==> config.mk <==
export PLATFORM = sky130hd
export DESIGN_NAME = bb_uart_frame_rx
export DESIGN_NICKNAME = d
export VERILOG_FILES = /design/src/rtl/bb_uart_frame_rx.sv
export SDC_FILE = /design/constraint.sdc
export NUM_CORES = 1
export LEC_CHECK = 0
export CAP_MARGIN = 20
export CORE_AREA = 4 4 108 110
export CTS_CLUSTER_DIAMETER = 120
export DETAILED_ROUTE_END_ITERATION = 12
export DIE_AREA = 0 0 112 114
export GPL_TIMING_DRIVEN = 0
export PLACE_DENSITY_LB_ADDON = 0.3
export SLEW_MARGIN = 5
export SYNTH_ARGS = -nofsm -noshare
export SYNTH_HDL_FRONTEND = slang
export SYNTH_SLANG_ARGS = --single-unit
==> constraint.sdc <==
create_clock -name clk -period 3.4 [get_ports clk]
set_input_delay 0.68 -clock clk [delete_from_list [all_inputs] [get_ports clk]]
set_output_delay 0.68 -clock clk [all_outputs]
set_load 0.005 [all_outputs]
==> src/rtl/bb_uart_frame_rx.sv <==
// UART frame receiver: 2-flop synchroniser, mid-bit sampling, {mode,data,addr} payload LSB first.
// Good frames land on a held output with a level ready flag; bad stop bits park the FSM in BREAK.
module bb_uart_frame_rx #(
    parameter int CLOCKS_PER_PULSE = 5208,
    parameter int RX_DATA_WIDTH    = 21
) (
    input  logic                     clk,
    input  logic                     rstn,
    input  logic                     rx,
    output logic                     ready,
    output logic [RX_DATA_WIDTH-1:0] data_output,
    output logic                     frame_err,
    output logic                     busy
);

    localparam int CW   = $clog2(CLOCKS_PER_PULSE);
    localparam int IW   = (RX_DATA_WIDTH > 1) ? $clog2(RX_DATA_WIDTH) : 1;
    localparam int HALF = CLOCKS_PER_PULSE / 2;

    localparam logic [CW-1:0] CNT_LAST = CW'(CLOCKS_PER_PULSE - 1);
    localparam logic [CW-1:0] CNT_HALF = CW'(HALF - 1);
    localparam logic [IW-1:0] IDX_LAST = IW'(RX_DATA_WIDTH - 1);

    typedef enum logic [2:0] {
        S_BREAK,
        S_IDLE,
        S_START,
        S_DATA,
        S_STOP
    } state_t;

    state_t                   r_state;
    state_t                   w_next;
    logic                     r_rx_meta;
    logic                     r_rx_s;
    logic [1:0]               r_sync_vld;
    logic [CW-1:0]            r_cnt;
    logic [IW-1:0]            r_idx;
    logic [RX_DATA_WIDTH-1:0] r_shift;
    logic [RX_DATA_WIDTH-1:0] r_data;
    logic                     r_ready;
    logic                     r_ferr;
    logic                     r_busy;
    logic                     w_bit_end;
    logic                     w_half;
    logic                     w_line_up;

    assign w_bit_end = (r_cnt == CNT_LAST);
    assign w_half    = (r_cnt == CNT_HALF);
    // The synchroniser flops reset to 1; only trust a high line once real samples have reached rx_s,
    // otherwise a line held low through reset would look idle for two cycles and start a frame.
    assign w_line_up = r_rx_s && r_sync_vld[1];

    always_comb begin
        w_next = r_state;
        case (r_state)
            S_BREAK: if (w_line_up) w_next = S_IDLE;
            S_IDLE:  if (!r_rx_s) w_next = S_START;
            S_START: if (w_half) w_next = r_rx_s ? S_IDLE : S_DATA;
            S_DATA:  if (w_bit_end && (r_idx == IDX_LAST)) w_next = S_STOP;
            S_STOP:  if (w_bit_end) w_next = r_rx_s ? S_IDLE : S_BREAK;
            default: w_next = S_BREAK;
        endcase
    end

    always_ff @(posedge clk) begin
        if (!rstn) begin
            r_rx_meta  <= 1'b1;
            r_rx_s     <= 1'b1;
            r_sync_vld <= '0;
            r_state    <= S_BREAK;
            r_cnt      <= '0;
            r_idx      <= '0;
            r_shift    <= '0;
            r_data     <= '0;
            r_ready    <= 1'b0;
            r_ferr     <= 1'b0;
            r_busy     <= 1'b0;
        end else begin
            r_rx_meta  <= rx;
            r_rx_s     <= r_rx_meta;
            r_sync_vld <= {r_sync_vld[0], 1'b1};
            r_state    <= w_next;
            r_busy     <= (w_next != S_IDLE);

            if ((w_next != r_state) || w_bit_end) r_cnt <= '0;
            else                                  r_cnt <= r_cnt + CW'(1);

            case (r_state)
                S_START: begin
                    // ready drops only on a validated start, so a glitch leaves the last frame visible
                    if (w_half && !r_rx_s) begin
                        r_idx   <= '0;
                        r_ready <= 1'b0;
                    end
                end
                S_DATA: begin
                    if (w_bit_end) begin
                        r_shift[r_idx] <= r_rx_s;
                        if (r_idx != IDX_LAST) r_idx <= r_idx + IW'(1);
                    end
                end
                S_STOP: begin
                    if (w_bit_end) begin
                        if (r_rx_s) begin
                            r_data  <= r_shift;
                            r_ready <= 1'b1;
                            r_ferr  <= 1'b0;
                        end else begin
                            r_ferr  <= 1'b1;
                        end
                    end
                end
                default: ;
            endcase
        end
    end

    assign ready       = r_ready;
    assign data_output = r_data;
    assign frame_err   = r_ferr;
    assign busy        = r_busy;

endmodule

==> results of run 1 <==
-- layout by cell type, fill, tap and decap left out, drive strengths merged, types with 4 or more instances in the layout --
master	netlist	routed
clkbuf	11	24
nor3	16	16
nor3b	6	6
nor2b	24	24
xor2	5	5
a21boi	27	27
inv	7	7
ha	5	5
nand2b	4	4
clkdlybuf4s50	0	26
mux2i	21	21
xnor2	7	7
nand4	24	24
dfxtp	70	70
nand3	13	13
nor2	11	11
buf	14	14
nand2	50	50
and3	6	6
-- cells in the mapped netlist (4+ instances only) --
cell / number / area [µm²]
a21boi_0: 20 / 150
nor2b_1: 24 / 150
ha_1: 5 / 62.6
dfxtp_1: 70 / 1400
inv_1: 7 / 26.3
nand3_1: 12 / 60.1
a21boi_1: 7 / 52.6
clkbuf_1: 11 / 41.3
xor2_1: 5 / 43.8
nand2b_1: 4 / 25.0
mux2i_1: 21 / 210
buf_2: 7 / 35.0
nor2_1: 11 / 41.3
nor3b_1: 5 / 37.5
nor3_1: 15 / 75.1
nand4_1: 23 / 144
buf_4: 4 / 30.0
nand2_1: 50 / 188
and3_1: 5 / 31.3
xnor2_1: 7 / 61.3
-- stage by stage --
step                total power, mW  instances
floorplan                     0.894        345
global placement              0.912        511
detailed placement            0.914        511
CTS                            1.58        527
global route                   1.63        527
finish                         1.55        527
-- cell type report --
| class | instances | area, µm² |
|---|---|---|
| flip-flops and latches | 70 | 1400 |
| plain buffers | 25 | 140 |
| clock inverters | 3 | 43.8 |
| multi-input cells | 243 | 1600 |
| repair buffers | 26 | 260 |
| fillers | 1097 | 6900 |
| inverters | 7 | 26.3 |
| well taps | 140 | 175 |
| clock buffers | 13 | 149 |
-- power by group --
part	leakage (nW)	switching, mW	internal [mW]
Combinational	0.724	0.0356	0.0270
Sequential	0.566	0.00467	0.827
Clock	0.0976	0.299	0.360
-- sequential cells by signal, indices dropped and copies added (netlist names) --
register     flops
r_shift         21
ready            1
r_sync_vld       2
frame_err        1
r_state          3
r_idx            5
busy             1
r_rx_meta        1
r_cnt           13
r_rx_s           1
data_output     21
-- metal layers --
metal / share of wire, % / GRT usage [%] / vias to the layer above
li1: - / - / 1276
met1: 50 / 14.4 / 1139
met2: 45 / 17.7 / 31
met3: 2.9 / 3.66 / 10
met4: 2.0 / 5.21 / 0
met5: 0 / 0 / -
-- cells by family (layout without fill, tap and decap cells) --
group | after synthesis | in the layout | synth area share (%)
mux | 21 | 21 | 6.63
compound gates | 40 | 40 | 10.0
fa+ha+maj | 5 | 5 | 1.97
simple gates | 165 | 165 | 28.6
flops | 70 | 70 | 44.2
xor+xnor | 12 | 12 | 3.31
buf+inv | 32 | 74 | 5.25
-- final timing paths --
kind                    end  slack, ns  cells past startpoint
hold reg to reg      r_rx_s       0.41                      1
hold / removal       r_rx_s       0.41                      1
setup reg to reg  r_cnt[10]       1.19                      7
setup / recovery  r_cnt[10]       1.19                      7
==> results.ini, run 1 <==
[sta]
hold_slack_ns=0.412
period_share_pct=65.0
tns_ns=0
skew_ns=0.00974
grt_setup_unrepaired=false
max_clock_freq_ghz=0.453
setup_ws_ns=1.19
max_slew_margin_pct=59.2
period_needed_ns=2.21
setup_viol=0
tightest_slew_ns=0.607
maxSlewViolCount=0
hold_viol_final=0

[pwr]
p_leak_nw=1.39
vdd_drop_max_v=0.000140
p_per_area_nw_per_um2=409

[synthesis]
syn-num-nets=353
synth_area_um2=3170
synth_seq_cells=70
yosys_warnings=0
async_flop_share_pct=0
ys_seq_area_share_pct=44.2
syn-instance-count=345
synth_edf_count=0
synth.distinct_cells=42
synth_top_flop_cell=dfxtp_1
syn_area_per_cell_um2=9.19

[clock_network]
insertion_delay_ns=0.35
numCtsBuffers=9
htreeDepth=3
cts_tree=yes
cts_setup_buffers=0
clk_path_buf_depth=2
cts_sinks=70
hold_buffers=0
post_cts_resized=0
cts-root-buf=clkbuf_8
clkTransAtPathRegs_ns=0.07

[global_routing]
grt_max_degree=12
first_global_vias=2513
grt.overflow.total=0
antenna_found_initial=0
grt_pass1_wl_mm=11.7
track_usage_pct=11.4

[placement]
preCtsSetupSlack_ns=0.940
io_buffers=26
gp_congestion=0.792
place_hpwl_mm=4.83
placed_cell_area_um2=3610

[worst_setup_path]
crit_family=simple AND/OR/NAND/NOR gates
worst_setup_path_start_kind=flop
cp_data_required_time_ns=3.63
critPathArrivalTime_ns=2.44
reg2reg_from=r_cnt[0]
cp_max_fo=10
cp_slowest_cell=dfxtp_1
startpoint=r_cnt[0]
cp.buffers_inverters=1
slowest_delay_ns=0.41
endpoint_kind=flop
crit_type=reg2reg
crit_chain=ha_1 > nor3b_4 > and4_4 > a32oi_1 > a211oi_2 > buf_2 > nor3_1

[routing]
viasPerCell=4.66
drc=0
drt_first_iter_violations=74
num_vias=2456
wl_mm=6.75
drtAntennaViolNets=0
firstDrtPassIters=4
wl_per_cell_um=12.8

[status]
status=completed

[floorplan]
dieWidth_um=112
start_util_pct=29.6
boundaryPins=27
core_region_area_um2=10700
rows=38
die_h_um=114
die_area_um2=12800

[cells_and_area]
fin_util_pct=35.5
drive_gt1_share_pct=9.30
nets=390
n_antenna_cell=0
final_area_um2=3800
syn2layout_area_growth_pct=19.8

[hold_path]
hold_class=reg2reg
min_from=r_rx_meta

[job]
max_cap_viol_count=0

(Power assumes the default switching activity.)
==> run 2, diff against run 1 <==
==> constraint.sdc (replaced) <==
create_clock -name clk -period 2 [get_ports clk]
set_input_delay 0.4 -clock clk [delete_from_list [all_inputs] [get_ports clk]]
set_output_delay 0.4 -clock clk [all_outputs]
set_load 0.005 [all_outputs]
==> run 2 against run 1 <==
Final cell count grew 1.1%. Worst setup slack worse by 1.1 ns. Global-route usage hardly changed. Non-clock buffer count is 6 higher. Clock power up 70%. Core utilization increased by 0.97 points. Clock skew grew 0.0015 ns. Via count grew 2.2%. Total power rose by 72%. Hold slack barely moved. Register-to-register slack got worse by 1.1 ns.
==> results.ini, run 2 (synthesis gave the netlist of run 1 again) <==
[sta]
maxSlewViolCount=0  ; unchanged
period_needed_ns=1.88  ; was 2.21 ns
skew_ns=0.0113  ; was 0.00974 ns
setup_viol=0  ; unchanged
tightest_slew_ns=0.611  ; was 0.607 ns
period_share_pct=93.9  ; was 65.0%
tns_ns=0  ; unchanged
hold_viol_final=0  ; unchanged
max_clock_freq_ghz=0.533  ; was 0.453 GHz
max_slew_margin_pct=58.9  ; was 59.2%
hold_slack_ns=0.412  ; about the same

[worst_setup_path]
crit_chain=buf_4 > nand2_1 > nor2_1 > clkbuf_1 > nand3_1 > mux2i_1 > nor2b_1  ; was ha_1 > nor3b_4 > and4_4 > a32oi_1 > a211oi_2 > buf_2 > nor3_1
endpoint_kind=flop  ; unchanged
slowest_delay_ns=0.40  ; was 0.41 ns
cp_data_required_time_ns=2.24  ; was 3.63 ns
cp.buffers_inverters=2  ; was 1
worst_setup_path_start_kind=flop  ; unchanged
critPathArrivalTime_ns=2.12  ; was 2.44 ns
crit_type=reg2reg  ; unchanged
cp_max_fo=10  ; unchanged
cp_slowest_cell=nor2_1  ; was dfxtp_1
crit_family=simple AND/OR/NAND/NOR gates  ; unchanged

[pwr]
p_clk_share_pct=42.1  ; was 42.4%
vdd_drop_max_v=0.000238  ; was 0.000140 V
power.switching_mw=0.585  ; was 0.339 mW
seqPwrFrac_pct=53.1  ; was 53.6%
p_per_area_nw_per_um2=682  ; was 409 nW/µm²
intPower_mw=2.08  ; was 1.21 mW
p_sw_share_pct=22.0  ; was 21.8%
p_leak_nw=1.43  ; was 1.39 nW
combPwrFrac_pct=4.8  ; was 4.0%

[floorplan]
die_h_um=114  ; unchanged
rows=38  ; unchanged
dieWidth_um=112  ; unchanged
boundaryPins=27  ; unchanged
die_area_um2=12800  ; unchanged
core_region_area_um2=10700  ; unchanged
start_util_pct=29.6  ; unchanged

[clock_network]
htreeDepth=3  ; unchanged
cts_sinks=70  ; unchanged
clk_path_buf_depth=2  ; unchanged
cts-root-buf=clkbuf_8  ; unchanged
insertion_delay_ns=0.35  ; about the same
numCtsBuffers=9  ; unchanged
cts_tree=yes  ; unchanged
clkTransAtPathRegs_ns=0.07  ; about the same

[routing]
drtAntennaViolNets=0  ; unchanged
drc=0  ; unchanged
drt_first_iter_violations=92  ; was 74
viasPerCell=4.71  ; was 4.66
num_vias=2509  ; was 2456
wl_per_cell_um=12.9  ; was 12.8 µm
wl_mm=6.89  ; was 6.75 mm
firstDrtPassIters=4  ; unchanged

[global_routing]
first_global_vias=2528  ; was 2513
antenna_found_initial=0  ; unchanged
grt_pass1_wl_mm=11.8  ; was 11.7 mm
grt_max_degree=12  ; unchanged
track_usage_pct=11.4  ; about the same
grt.overflow.total=0  ; unchanged

[placement]
place_hpwl_mm=4.83  ; unchanged
dp_cells=511  ; unchanged
placed_cell_area_um2=3610  ; unchanged
io_buffers=26  ; unchanged
gp_congestion=0.792  ; unchanged

[cells_and_area]
final_common_cell=dfxtp_1  ; unchanged
fin_cells=533  ; was 527
final_area_um2=3900  ; was 3800 µm²
nets=396  ; was 390
drive_gt1_share_pct=13.2  ; was 9.30%
syn2layout_area_growth_pct=23.1  ; was 19.8%
n_antenna_cell=0  ; unchanged
final_cell_mix=68 x dfxtp_1, 50 x nand2_1, 26 x clkdlybuf4s50_1  ; was 70 x dfxtp_1, 50 x nand2_1, 26 x clkdlybuf4s50_1

[status]
status=completed  ; unchanged

[job]
max_cap_viol_count=0  ; unchanged

[hold_path]
hold_class=reg2reg  ; unchanged

## run 2: cell count changes in the layout (fill, tap and decap cells not counted), sizes merged
cell and change:
buf +7, clkbuf -1
## run 2: metrics by stage
stage / util, % / setup WS [ns] / total power, mW
after floorplan: - / 0.111 / 1.52
after global placement: 33.7 / -0.183 / 1.55
after detailed placement: 33.7 / -0.193 / 1.55
after CTS: 35.8 / 0.000175 / 2.70
after global routing: 36.5 / -0.000122 / 2.79
final: 36.5 / 0.123 / 2.66
## run 2: cell type report
cell class	instances	area, µm²
Inverter	7	26.3
Buffer	25	154
Sequential cell	70	1410
Clock buffer	13	149
Clock inverter	3	43.8
Fill cell	1090	6790
Tap cell	140	175
Timing Repair Buffer	32	305
Multi-Input combinational cell	243	1640
## run 2: per-layer routing
layer  routed length (µm)  share of wire [%]  track usage [%]
met4                  154                2.2             5.21
met1                 3310                 48             14.4
met5                    0                  0                0
met3                  264                3.8             3.66
met2                 3160                 46             17.8
## run 2: timing repair
action / 4_1_cts / 5_1_grt
endpoints found under the setup margin: 48 / 56
endpoints found under the hold margin: 0 / 0
setup buffers: 1 / 5
gates resized for setup: 5 / 15
pin swaps: 1 / 4
hold buffers: 0 / 0
## run 2: power by group through the flow
stage,logic [mW],registers (mW),clock network (mW)
finish,0.127,1.41,1.12
global route,0.140,1.41,1.23
CTS,0.116,1.42,1.17
detailed placement,0.109,1.44,0
global placement,0.106,1.44,0
floorplan,0.0763,1.44,0
## run 2: worst paths after layout
| path | start | end | slack, ns | cells past startpoint |
|---|---|---|---|---|
| worst max-delay path | r_state[0] | r_shift[20] | 0.12 | 7 |
| worst max register to register | r_state[0] | r_shift[20] | 0.12 | 7 |
| worst min register to register | r_rx_meta | r_rx_s | 0.41 | 1 |
| worst min-delay path | r_rx_meta | r_rx_s | 0.41 | 1 |
